## src/rtl/ctrl_pipe.sv

```systemverilog
// Control-side pipeline registers for the 5-stage MIPS core: ID/EX, EX/MEM, MEM/WB
// control fields, EX destination selection, load-use stall and EX forwarding selects.
module ctrl_pipe #(
   parameter int REGW  = 5,
   parameter int ALUCW = 3
) (
   input  logic             clk,
   input  logic             reset,
   input  logic             regwrite_d,
   input  logic             memtoreg_d,
   input  logic             memwrite_d,
   input  logic             alusrc_d,
   input  logic             regdst_d,
   input  logic [ALUCW-1:0] alucontrol_d,
   input  logic [REGW-1:0]  rs_d,
   input  logic [REGW-1:0]  rt_d,
   input  logic [REGW-1:0]  rd_d,
   input  logic             flush_e,
   output logic             regwrite_e,
   output logic             memtoreg_e,
   output logic             memwrite_e,
   output logic             alusrc_e,
   output logic [ALUCW-1:0] alucontrol_e,
   output logic [REGW-1:0]  rs_e,
   output logic [REGW-1:0]  rt_e,
   output logic [REGW-1:0]  writereg_e,
   output logic             regwrite_m,
   output logic             memtoreg_m,
   output logic             memwrite_m,
   output logic [REGW-1:0]  writereg_m,
   output logic             regwrite_w,
   output logic             memtoreg_w,
   output logic [REGW-1:0]  writereg_w,
   output logic             stall_f,
   output logic             stall_d,
   output logic [1:0]       forward_ae,
   output logic [1:0]       forward_be
);

   logic            regdst_e;
   logic [REGW-1:0] rd_e;
   logic            lwstall;
   logic            bubble;

   assign writereg_e = regdst_e ? rd_e : rt_e;

   assign lwstall = memtoreg_e & (rt_e != '0) & ((rt_e == rs_d) | (rt_e == rt_d));
   assign stall_f = lwstall;
   assign stall_d = lwstall;
   assign bubble  = lwstall | flush_e;

   // Bubble loads literal zeros rather than gating the decode inputs, so X on D cannot leak in.
   always_ff @(posedge clk or negedge reset) begin
      if (!reset) begin
         regwrite_e   <= 1'b0;
         memtoreg_e   <= 1'b0;
         memwrite_e   <= 1'b0;
         alusrc_e     <= 1'b0;
         regdst_e     <= 1'b0;
         alucontrol_e <= '0;
         rs_e         <= '0;
         rt_e         <= '0;
         rd_e         <= '0;
      end else if (bubble) begin
         regwrite_e   <= 1'b0;
         memtoreg_e   <= 1'b0;
         memwrite_e   <= 1'b0;
         alusrc_e     <= 1'b0;
         regdst_e     <= 1'b0;
         alucontrol_e <= '0;
         rs_e         <= '0;
         rt_e         <= '0;
         rd_e         <= '0;
      end else begin
         regwrite_e   <= regwrite_d;
         memtoreg_e   <= memtoreg_d;
         memwrite_e   <= memwrite_d;
         alusrc_e     <= alusrc_d;
         regdst_e     <= regdst_d;
         alucontrol_e <= alucontrol_d;
         rs_e         <= rs_d;
         rt_e         <= rt_d;
         rd_e         <= rd_d;
      end
   end

   always_ff @(posedge clk or negedge reset) begin
      if (!reset) begin
         regwrite_m <= 1'b0;
         memtoreg_m <= 1'b0;
         memwrite_m <= 1'b0;
         writereg_m <= '0;
         regwrite_w <= 1'b0;
         memtoreg_w <= 1'b0;
         writereg_w <= '0;
      end else begin
         regwrite_m <= regwrite_e;
         memtoreg_m <= memtoreg_e;
         memwrite_m <= memwrite_e;
         writereg_m <= writereg_e;
         regwrite_w <= regwrite_m;
         memtoreg_w <= memtoreg_m;
         writereg_w <= writereg_m;
      end
   end

   // MEM result is younger than WB, so it wins; $0 is hardwired and never forwarded.
   always_comb begin
      forward_ae = 2'b00;
      forward_be = 2'b00;
      if ((rs_e != '0) && regwrite_m && (writereg_m == rs_e))
         forward_ae = 2'b10;
      else if ((rs_e != '0) && regwrite_w && (writereg_w == rs_e))
         forward_ae = 2'b01;
      if ((rt_e != '0) && regwrite_m && (writereg_m == rt_e))
         forward_be = 2'b10;
      else if ((rt_e != '0) && regwrite_w && (writereg_w == rt_e))
         forward_be = 2'b01;
   end

endmodule

```

## config.mk

```make
export PLATFORM = sky130hd
export DESIGN_NAME = ctrl_pipe
export DESIGN_NICKNAME = d
export VERILOG_FILES = /design/src/rtl/ctrl_pipe.sv
export SDC_FILE = /design/constraint.sdc
export NUM_CORES = 1
export LEC_CHECK = 0
export ABC_AREA = 1
export CAP_MARGIN = 10
export CORE_AREA = 2 2 68 83
export DETAILED_ROUTE_END_ITERATION = 10
export DIE_AREA = 0 0 70 85
export GPL_TIMING_DRIVEN = 0
export PLACE_DENSITY = 0.7
export SYNTH_ARGS = -nofsm -noshare
export SYNTH_HDL_FRONTEND = slang
export SYNTH_SLANG_ARGS = --single-unit
```

## constraint.sdc

```tcl
create_clock -name clk -period 1.75 [get_ports clk]
set_clock_uncertainty 0.05 [all_clocks]
set_input_delay 0.35 -clock clk [delete_from_list [all_inputs] [get_ports clk]]
set_output_delay 0.35 -clock clk [all_outputs]
set_load 0.01 [all_outputs]
```

==> results.md, run 1 <==
* H-tree levels at 2
* Syn Nets at 226
* Ys Warns at 0
* Skew-Pair Late Insertion Delay at 290 ps
* Die height at 85 um
* Final hold slack at 107 ps
* Reg2Reg Launch Point: rt_e[3]$_DFF_PN0_
* Worst-margin pin slew at 827 ps
* Die Width at 70 um
* CTS tree: done
* Vias in the first global route at 1474
* Commonest cells in the netlist: dfrtp_1, nand2_1, inv_1
* Mapped Cells at 200
* Ys flop type: dfrtp_1
* # setup viols final at 6
* Pin count of the biggest net entering global routing at 39
* Port Buffers at 68
* Post-synth top area cell: dfrtp_1
* DR WL/cell at 12.2 um
* Unrepaired setup endpoints after global routing: true
* Total power draw at 2040 uW
* Final nets at 313
* Fraction of registers with async set or reset after synthesis at 100%
* Syn avg cell area at 8.73 sq um
* CP Data Arrival Time at 1550 ps
* Area share of the largest cell type after synthesis at 54.4%
* Via Count at 1544
* Unique cell type count in the Yosys netlist at 25
* Antenna-violating nets left at 0
* Max Cap Viol at 0
* Synth area leaders: dfrtp_1, nand2_1, inv_1
* Worst slack, placed at -787 ps
* Initial Utilization at 33.9%
* WP data required at 1350 ps
* Reg2reg path depth at 12
* Share of layout cells above drive strength 1 at 29.2%
* Global-route wire length before repair at 6990 um
* Setup CP Type: flip-flop to primary output
* Area Overhead vs Synth at 56.7%
* IO Count at 69
* Total grt overflow at 0
* Worst min path class: primary input to async pin
* Critical-path top delay cell: dfrtp_1
* Setup ws final at -197 ps
* Final period utilization at 111%
* Crit path cell chain: buf_6, nor3_4, nand3_2, nand2_2, inv_2, nand2_2, inv_2, buf_6, buf_6
* Core Rows at 29
* Status: finished, violations left
* Setup TNS at -752 ps
* Synth Cell Area at 0.00175 sq mm
* GRT Overall Usage at 15.0%
* Via density at 4.41
* Sequential cell area fraction in the yosys report at 54.4%
* R2R Setup Slk at 160 ps
* Slowest stage delay, CP at 390 ps
* Worst IR Drop VDD at 0.000567 V
* Max Freq at 514 MHz
* Detailed placement HPWL at 3180 um
* Core area at 0.00515 sq mm
* Fin util at 53.1%
* Crit path launch type: flip-flop
* Slew Limit Fails at 0
* Num CTS Buffers at 5
* CP most frequent cell: buf_6
* Worst Path Max Fanout at 7
* CTS max path bufs at 2
* Pre-Repair DR Iteration Count at 4
* Power Dens Cells at 745 mW/mm^2
* Total wire length at 4280 um
* # diodes at 0
* CTS clock-pin slew for the worst setup and hold paths at 70 ps
* FILL cells at 486
* DRC at 0
* #FFs+latches synth at 38
* DIE AREA at 0.00595 sq mm
* Crit path capture type: primary output
* Relative slew slack at 44.9%
* DRC marker count from the first detailed-route iteration at 56
* Leakage at 0.00138 uW
* Initial antenna violation count at 0
* Final GP Congestion at 0.796
* Failing checks: setup timing
* Clk sink count at 38
* CTS root buffer: clkbuf_8
* Final min period at 1950 ps
* Post-synth EDFFs at 0
* Fin. Hold Viols at 0
* Post-CTS Hold Buffers at 0
* R2r endpoint: rt_e[1]$_DFF_PN0_
-- layout by cell type, fill, tap and decap left out, types with 3 or more instances in the layout --
master | netlist | layout
nand2_2 | 1 | 4
o21ai_0 | 8 | 5
nand4_1 | 5 | 5
dlygate4sd2_1 | 0 | 8
nor2_2 | 8 | 13
nand2_1 | 38 | 35
inv_2 | 3 | 8
clkdlybuf4s50_1 | 0 | 45
o22ai_1 | 3 | 3
dfrtp_2 | 0 | 9
nand3_1 | 3 | 3
xor2_1 | 5 | 5
buf_4 | 2 | 13
buf_6 | 2 | 9
buf_2 | 0 | 5
nor2_1 | 28 | 23
xnor2_1 | 6 | 3
xnor2_2 | 0 | 3
o21ai_1 | 0 | 3
dfrtp_1 | 38 | 29
inv_1 | 37 | 30
clkbuf_8 | 0 | 6
-- flip-flops by register name, indices dropped and copies added, names as in the netlist --
signal,cells
memwrite_e,1
memtoreg_m,1
memtoreg_w,1
regwrite_w,1
alucontrol_e,3
rs_e,5
memtoreg_e,1
regwrite_e,1
memwrite_m,1
writereg_w,5
rd_e,5
rt_e,5
regdst_e,1
alusrc_e,1
regwrite_m,1
writereg_m,5
-- routing by layer --
metal	routed length, um	GRT usage [%]	vias up	part of all wire, %
met5	0	0	-	0
met4	52	4.20	0	1.2
met3	296	5.23	5	6.9
met2	2300	25.5	51	54
met1	1630	17.9	716	38
li1	-	-	772	-
-- how the worst max path moves through the flow --
stage | startpoint | to | cells after the start
6_report | rt_e[3]$_DFF_PN0_ | stall_f | 9
5_1_grt | rt_e[3]$_DFF_PN0_ | stall_f | 9
4_1_cts | rt_e[3]$_DFF_PN0_ | stall_f | 11
3_5_place_dp | rs_d[4] | stall_f | 11
3_3_place_gp | rs_d[4] | stall_f | 11
2_1_floorplan | rt_e[2]$_DFF_PN0_ | stall_f | 8
-- power breakdown --
group          leakage, uW  switching (uW)  internal (uW)
clock            0.0000472             305            316
combinational     0.000857             196            236
sequential        0.000479            54.6            932
total              0.00138             555           1480
-- worst max-delay path, delay by kind of cell, from the launching register on --
| kind | cells | cell delay, ps |
|---|---|---|
| simple gates | 4 | 440 |
| buf+inv | 5 | 440 |
| flops | 1 | 390 |
-- per-stage QoR --
step | cell area, sq um | std cells
2_1_floorplan | 1750 | 200
3_3_place_gp | 2500 | 330
3_5_place_dp | 2500 | 330
4_1_cts | 2640 | 345
5_1_grt | 2740 | 350
6_report | 2740 | 350
-- logic make-up after synthesis --
family | synth area share (%)
xor+xnor | 5.52
compound gates | 4.80
flops | 54.4
simple gates | 23.1
buf+inv | 12.1
-- what timing repair did --
item / in CTS / in global routing
setup endpoints to repair: 13 / 36
pin swaps: 10 / 15
buffers inserted: 8 / 5
hold endpoints to repair: 0 / 0
cloned: 0 / 0
gates resized for setup: 55 / 36
-- layout make-up --
class | count | area, sq um | area share [%]
sequential | 38 | 962 | 35.2
timing repair buffer | 81 | 743 | 27.2
multi-input combinational | 116 | 638 | 23.3
inverter | 40 | 155 | 5.67
clock buffer | 6 | 82.6 | 3.02
tap | 62 | 77.6 | 2.83
buffer | 5 | 65.1 | 2.38
clock inverter | 2 | 12.5 | 0.457
Note: power is estimated with default switching activity, not from simulation.
==> run 2, diff against run 1 <==
==> constraint.sdc (replaced) <==
create_clock -name clk -period 2.1 [get_ports clk]
set_clock_uncertainty 0.05 [all_clocks]
set_input_delay 0.42 -clock clk [delete_from_list [all_inputs] [get_ports clk]]
set_output_delay 0.42 -clock clk [all_outputs]
set_load 0.01 [all_outputs]
==> results.md, run 2 (synthesis results as in run 1) <==
* Status: completed
* Total grt overflow at 0 (unchanged)
* IO Count at 69 (unchanged)
* Sw Share at 27.0% (-0.22 points)
* DR WL/cell at 12.1 um (-0.89%)
* Die Width at 70 um (unchanged)
* Power share of the combinational group at 20.3% (-0.9 points)
* Skew-Pair Late Insertion Delay at 290 ps (about the same)
* Max Cap Viol at 0 (unchanged)
* Final GP Congestion at 0.796 (unchanged)
* Internal Power at 1220 uW (-17%)
* Post-CTS Hold Buffers at 0 (unchanged)
* Slowest stage delay, CP at 580 ps (+190 ps)
* Total wire length at 4150 um (-3.2%)
* R2r endpoint: rt_e[2]$_DFF_PN0_
* DRC marker count from the first detailed-route iteration at 69 (+23%)
* Relative slew slack at 44.6% (-0.22 points)
* Global-route wire length before repair at 6840 um (-2.2%)
* # setup viols final at 0 (-6)
* CTS tree: done
* Power Dens Cells at 630 mW/mm^2 (-15%)
* Final period utilization at 96.6%
* CP Data Arrival Time at 1560 ps (about the same)
* H-tree levels at 2 (unchanged)
* Area Overhead vs Synth at 52.4%
* Port Buffers at 68 (unchanged)
* Vias in the first global route at 1443 (-2.1%)
* Worst Path Max Fanout at 6 (-1)
* Clk pwr share at 30.8% (+0.4 points)
* WP data required at 1630 ps (+280 ps)
* Critical path buffers and inverters at 2 (-3)
* Setup CP Type: flip-flop to primary output
* Critical-path top delay cell: clkdlybuf4s50_1
* Die height at 85 um (unchanged)
* FILL cells at 498 (+2.5%)
* CTS max path bufs at 2 (unchanged)
* Max Freq at 493 MHz
* GRT Overall Usage at 14.7% (-0.28 points)
* Detailed placement HPWL at 3180 um (unchanged)
* CTS root buffer: clkbuf_8
* Crit path to: writereg_e[1]
* Share of layout cells above drive strength 1 at 20.0% (-9.2 points)
* Unrepaired setup endpoints after global routing: true
* Fin. Hold Viols at 0 (unchanged)
* # diodes at 0 (unchanged)
* CP Depth at 3 (-6)
* DRC at 0 (unchanged)
* R2R Setup Slk at 480 ps (+320 ps)
* Crit path cell chain: inv_4, o21ai_1, clkdlybuf4s50_1
* Core area at 0.00515 sq mm (unchanged)
* Sw power at 453 uW (-18%)
* Critical Path Source: rt_e[1]$_DFF_PN0_
* Final min period at 2030 ps
* Initial Utilization at 33.9% (unchanged)
* Setup TNS at 0 ps (+752 ps)
* Reg2Reg Launch Point: rt_e[3]$_DFF_PN0_
* Crit path capture type: primary output
* Reg2reg path depth at 12 (unchanged)
* Commonest non-fill, non-tap cells in the layout: clkdlybuf4s50_1, nand2_1, dfrtp_1, inv_1, nor2_1
* Via Count at 1497 (-3.0%)
* CTS clock-pin slew for the worst setup and hold paths at 70 ps (about the same)
* Crit path launch type: flip-flop
* Slew Limit Fails at 0 (unchanged)
* Flop pwr share at 48.8% (+0.4 points)
* Most common cell after layout, fill and taps aside: clkdlybuf4s50_1
* Via density at 4.38 (-0.78%)
* Clk sink count at 38 (unchanged)
* DIE AREA at 0.00595 sq mm (unchanged)
* Final nets at 305 (-2.6%)
* Leakage at 0.00137 uW (-0.84%)
* Pre-Repair DR Iteration Count at 4 (unchanged)
* Initial antenna violation count at 0 (unchanged)
* Worst min path class: primary input to async pin
* CP top delay family: buffers and inverters
* Pin count of the biggest net entering global routing at 39 (unchanged)
* Antenna-violating nets left at 0 (unchanged)
* Core Rows at 29 (unchanged)
* Num CTS Buffers at 5 (unchanged)
* Final std cell area, no fill at 0.00266 sq mm (-2.7%)
* Worst IR Drop VDD at 0.000472 V (-17%)
* Worst-margin pin slew at 830 ps (+3.28 ps)
* Post-Place Cell Area at 0.00250 sq mm (unchanged)
-- run 2: repair_timing --
action	CTS	global route
endpoints found under the hold margin	0	0
cloned	0	0
pin swaps	3	12
resized for setup	22	29
setup endpoints to repair	11	9
setup buffers	1	5
-- run 2: through the flow --
stage,setup slack (ps),hold slack (ps),power [uW],std cells,utilization [%]
final,71.0,178,1680,342,51.7
after global routing,-10.5,246,1770,342,51.7
after CTS,-54.2,203,1680,338,50.2
after detailed placement,-577,309,1170,330,48.5
after global placement,-547,308,1160,330,48.6
after floorplan,438,74.4,973,200,-
-- run 2: cell type report --
| cell class | count | area [sq um] | share of cell area (%) |
|---|---|---|---|
| timing repair buffer | 74 | 718 | 27.0 |
| clock buffer | 6 | 82.6 | 3.10 |
| buffer | 4 | 53.8 | 2.02 |
| multi-input combinational | 116 | 608 | 22.8 |
| tap | 62 | 77.6 | 2.91 |
| clock inverter | 2 | 12.5 | 0.470 |
| inverter | 40 | 153 | 5.74 |
| sequential | 38 | 956 | 35.9 |
-- run 2: layer usage --
metal	track usage, %	wire, um	up-vias
met1	17.9	1630	695
met4	3.67	35	0
met3	5.23	285	3
li1	-	-	752
met5	0	0	-
met2	24.8	2200	47
-- run 2: power groups by stage --
stage	Clock (uW)	Sequential, uW	Combinational [uW]
3_3_place_gp	0	828	333
5_1_grt	564	826	375
2_1_floorplan	0	840	133
6_report	517	819	341
4_1_cts	533	818	330
3_5_place_dp	0	829	336
-- run 2: worst min path at each step --
stage	depth (start not counted)	slack [ps]	startpoint	to
floorplan	0	70	reset	alucontrol_e[0]$_DFF_PN0_
global placement	0	310	memtoreg_m$_DFF_PN0_	memtoreg_w$_DFF_PN0_
detailed placement	0	310	memwrite_e$_DFF_PN0_	memwrite_m$_DFF_PN0_
CTS	1	200	reset	alucontrol_e[1]$_DFF_PN0_
global route	1	250	reset	alucontrol_e[2]$_DFF_PN0_
finish	1	180	reset	alucontrol_e[2]$_DFF_PN0_
